--- config.mk ---
export PLATFORM = sky130hd
export DESIGN_NAME = prefix_gate_pipe
export DESIGN_NICKNAME = d
export VERILOG_FILES = /design/src/rtl/prefix_gate_pipe.sv
export SDC_FILE = /design/constraint.sdc
export NUM_CORES = 1
export LEC_CHECK = 0
export ABC_AREA = 0
export BUFFER_PORTS_ARGS = -buffer_cell sky130_fd_sc_hd__buf_2
export CAP_MARGIN = 20
export CORE_MARGIN = 10
export CORE_UTILIZATION = 45
export CTS_CLUSTER_SIZE = 25
export DETAILED_ROUTE_END_ITERATION = 10
export PLACE_DENSITY = 0.7
export SKIP_LAST_GASP = 1
export SYNTH_ARGS = -nofsm -noshare
export SYNTH_HDL_FRONTEND = slang
export SYNTH_SLANG_ARGS = --single-unit
--- constraint.sdc ---
create_clock -name clk -period 1.2 [get_ports clk]
set_input_delay 0 -clock clk [delete_from_list [all_inputs] [get_ports clk]]
set_output_delay 0 -clock clk [all_outputs]
set_load 0.005 [all_outputs]
--- src/rtl/prefix_gate_pipe.sv ---
// Pipelined prefix reduction of WIDTH lanes with a per-beat AND/OR/XOR op.
// Global-stall pipeline: every stage advances together when the output slot is free.
module prefix_gate_pipe #(
  parameter int WIDTH         = 4,
  parameter int LANE_W        = 1,
  parameter int OPS_PER_STAGE = 1
) (
  input  logic                         clk,
  input  logic                         rst,
  input  logic                         in_valid,
  output logic                         in_ready,
  input  logic [WIDTH*LANE_W-1:0]      in_data,
  input  logic [1:0]                   in_op,
  output logic                         out_valid,
  input  logic                         out_ready,
  output logic [(WIDTH-1)*LANE_W-1:0]  out_prefix,
  output logic [LANE_W-1:0]            out_all
);

  localparam int NP     = WIDTH - 1;
  localparam int STAGES = (NP + OPS_PER_STAGE - 1) / OPS_PER_STAGE;
  localparam int PW     = NP * LANE_W;

  function automatic logic [LANE_W-1:0] gate_op(input logic [1:0] op,
                                                input logic [LANE_W-1:0] a,
                                                input logic [LANE_W-1:0] b);
    case (op)
      2'b01:   gate_op = a | b;
      2'b10:   gate_op = a ^ b;
      default: gate_op = a & b;
    endcase
  endfunction

  logic en;
  assign en       = out_ready | ~out_valid;
  assign in_ready = en;

  genvar s;
  generate
    for (s = 0; s < STAGES; s++) begin : g_st
      localparam int LO    = s * OPS_PER_STAGE;
      localparam int HI    = ((s + 1) * OPS_PER_STAGE < NP) ? (s + 1) * OPS_PER_STAGE : NP;
      localparam int NEW   = HI - LO;
      localparam int BASE  = (s == 0) ? 0 : LO + 1;
      localparam int IN_N  = WIDTH - BASE;
      localparam int OFF   = (s == 0) ? 1 : 0;
      localparam int REM_N = WIDTH - HI - 1;

      logic [IN_N*LANE_W-1:0] lanes_in;
      logic [LANE_W-1:0]      acc_in;
      logic [LANE_W-1:0]      acc;
      logic [1:0]             op_in;
      logic                   vld_in;
      logic [NEW*LANE_W-1:0]  new_d;
      logic [HI*LANE_W-1:0]   pre_d;
      logic [HI*LANE_W-1:0]   pre_q;
      logic                   vld_q;

      // Stage input: raw beat for stage 0, predecessor registers otherwise
      if (s == 0) begin : g_src
        assign lanes_in = in_data;
        assign acc_in   = lanes_in[LANE_W-1:0];
        assign op_in    = in_op;
        assign vld_in   = in_valid;
        assign pre_d    = new_d;
      end else begin : g_src
        assign lanes_in = g_st[s-1].g_keep.rem_q;
        assign acc_in   = g_st[s-1].pre_q[LO*LANE_W-1 -: LANE_W];
        assign op_in    = g_st[s-1].g_keep.op_q;
        assign vld_in   = g_st[s-1].vld_q;
        assign pre_d    = {new_d, g_st[s-1].pre_q};
      end

      always_comb begin
        acc   = acc_in;
        new_d = '0;
        for (int j = 0; j < NEW; j++) begin
          acc = gate_op(op_in, acc, lanes_in[(j + OFF)*LANE_W +: LANE_W]);
          new_d[j*LANE_W +: LANE_W] = acc;
        end
      end

      always_ff @(posedge clk) begin
        if (rst) begin
          vld_q <= 1'b0;
        end else if (en) begin
          vld_q <= vld_in;
        end
      end

      // Intermediate stages carry the lanes still to be consumed and the op
      if (REM_N > 0) begin : g_keep
        logic [REM_N*LANE_W-1:0] rem_q;
        logic [1:0]              op_q;

        always_ff @(posedge clk) begin
          if (en) begin
            rem_q <= lanes_in[IN_N*LANE_W-1 -: REM_N*LANE_W];
            op_q  <= op_in;
            pre_q <= pre_d;
          end
        end
      end else begin : g_last
        always_ff @(posedge clk) begin
          if (rst) begin
            pre_q <= '0;
          end else if (en) begin
            pre_q <= pre_d;
          end
        end
      end
    end
  endgenerate

  assign out_valid  = g_st[STAGES-1].vld_q;
  assign out_prefix = g_st[STAGES-1].pre_q;
  assign out_all    = out_prefix[PW-1 -: LANE_W];

endmodule
# Yosys cells after proc, flatten, opt, wreduce, memory -nomap -nowiden
# Index checks and enable logic that the tools add are counted.
dict set report totals {
  regBits 16
  in_bits 10
  output_inout_bits 6
  elab_cells 30
}
dict set report classes {
  n_eq_ne 6
  muxes 3
  bitwise 11
}
# cell count
set op_table {}
lappend op_table {{$eq 2x1->1 const B} 3}
lappend op_table {{$eq 2x2->1 const B} 3}
lappend op_table {{$pmux 1 s2} 3}
lappend op_table {{$or 1x1->1} 4}
lappend op_table {{$and 1x1->1} 3}
lappend op_table {{$xor 1x1->1} 3}
lappend op_table {{$not 1->1} 1}

# Depth between registers and ports, before layout
dict set report depth {
  depth_word 2
  depth_mapped 5
  mapped_depth_nobuf 5
}

# Least setup slack after synthesis
# No wires, ideal clock.
dict set report synth_timing {
  kind {register to register}
  from {reg g_st[1].pre_q[1]}
  to {reg g_st[2].pre_q[2] (netlist: out_prefix[2])}
  setup_time_ns 0.123
  arrival_ns 1.100
  required_time_ns 1.077
  setup_slack_ns -0.023
  path_stages_with_launch 5
  n_path_buf 0
  period_less_slack_ns 1.223
  path_cell_list {edfxtp_1 -> inv_1 -> ha_1 -> a2111oi_4 -> nor4_2}
}
dict set report synth_via {
  elab_chain_cells 2
  elab_cells_between_ends 4
  cone_classes {mux: 1; bitwise: 3}
}
# element line_no
set synth_lines {}
lappend synth_lines {{from (decl)} 56} ;# logic [HI*LANE_W-1:0] pre_q;
lappend synth_lines {{from (signal assigned)} 100} ;# pre_q <= pre_d;
lappend synth_lines {{$and 1x1->1, or another cell as far along} 30} ;# default: gate_op = a & b;
lappend synth_lines {{$pmux 1 s2 *} 27} ;# case (op)
lappend synth_lines {{to (signal assigned)} 108} ;# pre_q <= pre_d;
lappend synth_lines {{to (decl)} 56}
# Mark *: on every way between the ends. The rest lies on a longest branch, timed or not.
# A chain may end at the register's enable or synchronous reset.

# Worst setup path after layout
dict set report layout_timing {
  from {reg g_st[0].pre_q}
  to {reg g_st[1].pre_q[1], data pin}
}
dict set report layout_via {
  elab_chain_cells 2
  elab_cells_between_ends 4
  cone_classes {mux: 1; bitwise: 3}
}
# element line_no
set layout_lines {}
lappend layout_lines {{from (decl)} 56}
lappend layout_lines {{from (signal assigned)} 100}
lappend layout_lines {{$and 1x1->1, or another cell as far along} 30}
lappend layout_lines {{$pmux 1 s2 *} 27}
lappend layout_lines {{via g_st[1].acc} 51} ;# logic [LANE_W-1:0] acc;
# Mark *: on every way through the listed nets, which the timed path passes. The rest lies on a longest branch.

==> results.yml <==
timing:
  finClkSkew_ns: 0.000336
  period_needed_ns: 1.19
  fmax_ghz: 0.842
  holdWs_ns: 0.0774
  finalHoldViolCount: 0
  finalSetupTns_ns: 0
  rsz0062_at_grt: "true"
  slew_violations: 0
  relSlewSlack: 0.821
  tightest_slew_ns: 0.268
  fin_crit_sh: 0.990
  finalSetupViolations: 0
power:
  swShare: 0.233
  clkPwrFrac: 0.285
  ir_worst_vdd_v: 0.000647
  total_power_mw: 1.22
  pwr-share-comb: 0.176
  switching_power_uw: 285
  p_seq_frac: 0.538
  p_int_uw: 936
  cellPowerDensity_mw_per_mm2: 1150
  leakage_nw: 0.498
yosys:
  ys_seq_area_frac: 0.511
  avgSynthCellArea_um2: 11.6
  synthDominantCellAreaShare: 0.365
  synth-main-ff-cell: "edfxtp_1"
  synth_edf_count: 10
  synth_top_area_cell: "edfxtp_1"
  synthesis.area_um2: 822
  yosys_warnings: 0
  ys_ff_latch: 16
  synth.distinct_cells: 18
  syn_nets: 93
  synth_area_leaders: "edfxtp_1 37%, ha_1 18%, dfxtp_1 15%"
  synth_most_common_cell: "inv_1"
  async_flop_share: 0
  synth_common_cells: "14 x inv_1, 12 x ha_1, 10 x edfxtp_1, 10 x nand2_1, 6 x dfxtp_1"
  syn_inst: 71
layout:
  filler_cell_count: 157
  stdcell_count: 123
  syn_to_final_growth_pct: 29.7
  num_antenna_cells: 0
  nNetsFinal: 121
  layout-drive-gt1-share: 0.347
grt:
  met2_usage: 0.149
  grt_max_degree: 17
  grt-ovfl-total: 0
  track_usage: 0.0803
  grt.met1_usage: 0.0783
  grt_pass1_vias: 586
  top_usage_layer: "met2"
  grt_pass1_wl_mm: 2.52
  met3_usage: 0.00717
  antenna_found_initial: 0
worst_setup_path:
  r2r_start: "g_st[0].pre_q"
  critPathKind: "flip-flop to flip-flop"
  cp_data_arrival_time_ns: 1.23
  reg2reg_depth: 4
  endpoint_kind: "flip-flop"
  rrSetupSlack_ns: 0.01
  critPathMaxFanout: 2
  max_stage_delay_ns: 0.39
  cp.depth: 4
  path_cells: "inv_1, ha_1, a22oi_1, o21ai_1"
  r2r-end: "g_st[1].pre_q[1]"
  crit_buf_inv: 1
  cp-start-kind: "flip-flop"
  cp-startpoint: "g_st[0].pre_q"
  cp_slowest_cell: "edfxtp_1"
  cp_top_family: "flip-flops"
  worstPathRequired_ns: 1.24
drt:
  initialDrtViolationCount: 7
  wire_per_inst_um: 11.5
  num_vias: 553
  routed_wl_mm: 1.42
  vias_per_cell: 4.50
  ant_nets: 0
  drt_pass1_iterations: 6
  drc: 0
floorplanning:
  die_w_um: 62.7
  initial_core_util: 0.476
  die_y_um: 62.7
  ioPinCount: 16
  rows: 15
  coreArea_mm2: 0.00173
  dieArea_mm2: 0.00394
hold_path:
  hold_depth: 3
  min_from: "out_ready"
  hp-class: "input pin to flip-flop"
  min_to: "g_st[0].g_keep.rem_q[1]"
clock_tree:
  numCtsBuffers: 3
  clkSlewWorstSetupHoldPaths_ns: 0.09
  worstSkewPairLatency_ns: 0.28
  clockBufferDepth: 2
  cts_root_buf: "clkbuf_4"
  htree_levels: 1
  cts.sinks: 16
  cts_tree: "done"
placement:
  dp_hpwl_mm: 1.05
  place_congestion: 0.675
  place_inst: 111
  io_buffers: 15
job:
  max_cap_viol_count: 0
run_status:
  outcome: "complete, no violations"
## placed cells by master (no fill, tap or decap)
| master | netlist | layout |
|---|---|---|
| clkbuf_8 | 0 | 1 |
| inv_2 | 0 | 3 |
| a22oi_1 | 2 | 2 |
| ha_1 | 12 | 10 |
| edfxtp_1 | 10 | 10 |
| nor4_2 | 1 | 1 |
| buf_4 | 1 | 4 |
| nor2b_4 | 1 | 1 |
| ha_4 | 0 | 2 |
| nor2_1 | 2 | 2 |
| dfxtp_1 | 6 | 6 |
| nor2b_1 | 1 | 1 |
| dlygate4sd3_1 | 0 | 6 |
| a2111oi_4 | 1 | 1 |
| a21oi_1 | 4 | 4 |
| inv_1 | 14 | 11 |
| o21ai_1 | 2 | 2 |
| nand2_1 | 10 | 10 |
| clkbuf_4 | 0 | 3 |
| nor2_2 | 1 | 1 |
| clkinv_8 | 1 | 1 |
| nor3b_2 | 0 | 1 |
| buf_2 | 0 | 15 |
## power by group through the flow
| stage | sequential [mW] | clock (mW) | combinational (mW) |
|---|---|---|---|
| after global placement | 0.666 | 0 | 0.182 |
| after global routing | 0.664 | 0.388 | 0.247 |
| after detailed placement | 0.669 | 0 | 0.193 |
| after CTS | 0.658 | 0.361 | 0.222 |
| final | 0.657 | 0.348 | 0.215 |
| after floorplan | 0.668 | 0 | 0.121 |
## worst register-to-register path: cells and delay by family (launching register included)
family                     cells  cell delay, ns
AOI/OAI and AO/OA              2            0.26
buffers and inverters          1            0.07
DFF                            1            0.39
adders and majority gates      1            0.22
## registers in the layout (all words and copies together), names as in the netlist
name               cells
g_st.vld_q             2
g_st.g_keep.rem_q      3
g_st.g_keep.op_q       4
out_valid              1
g_st.pre_q             3
out_prefix             3
## final cells by class
cell class / instances / area [um2] / share of cell area
clock buffers: 4 / 36.3 / 0.0340
multi-input cells: 38 / 344 / 0.323
flip-flops and latches: 16 / 420 / 0.394
well taps: 25 / 31.3 / 0.0293
repair buffers: 25 / 165 / 0.155
inverters: 15 / 68.8 / 0.0646
## how the worst max path moves through the flow
stage                            end  slack (ns)
CTS                    out_prefix[2]       -0.02
global placement       out_prefix[2]       -0.01
detailed placement     out_prefix[2]       -0.06
global route        g_st[1].pre_q[1]       -0.05
floorplan              out_prefix[2]       0.005
finish              g_st[1].pre_q[1]        0.01
## cell families after synthesis
kind of cell	Yosys count	synth area share
buffers and inverters	17	0.107
AOI/OAI and AO/OA	9	0.0883
and+or+nand+nor	17	0.111
DFF	16	0.511
adders and majority gates	12	0.183
## per-layer routing
metal  wire, um  vias to the layer above
met4         15                        0
met5          0                        -
met2        803                       10
met3         17                        2
li1           -                      283
met1        581                      258
## metrics by stage
step / setup slack [ns] / area (um2) / util
final: 0.0125 / 1070 / 0.617
after global routing: -0.0544 / 1070 / 0.617
after detailed placement: -0.0606 / 937 / 0.543
after global placement: -0.00986 / 937 / 0.543
after floorplan: 0.00527 / 835 / -
after CTS: -0.0159 / 1070 / 0.617
## what timing repair did
item                                   in CTS  in global routing
setup endpoints to repair                   3                  2
pin swaps                                   1                  1
buffers inserted                            2                  0
gates resized for setup                     4                  0
endpoints found under the hold margin      10                  0
hold buffers                                6                  0
(Power assumes the default switching activity.)
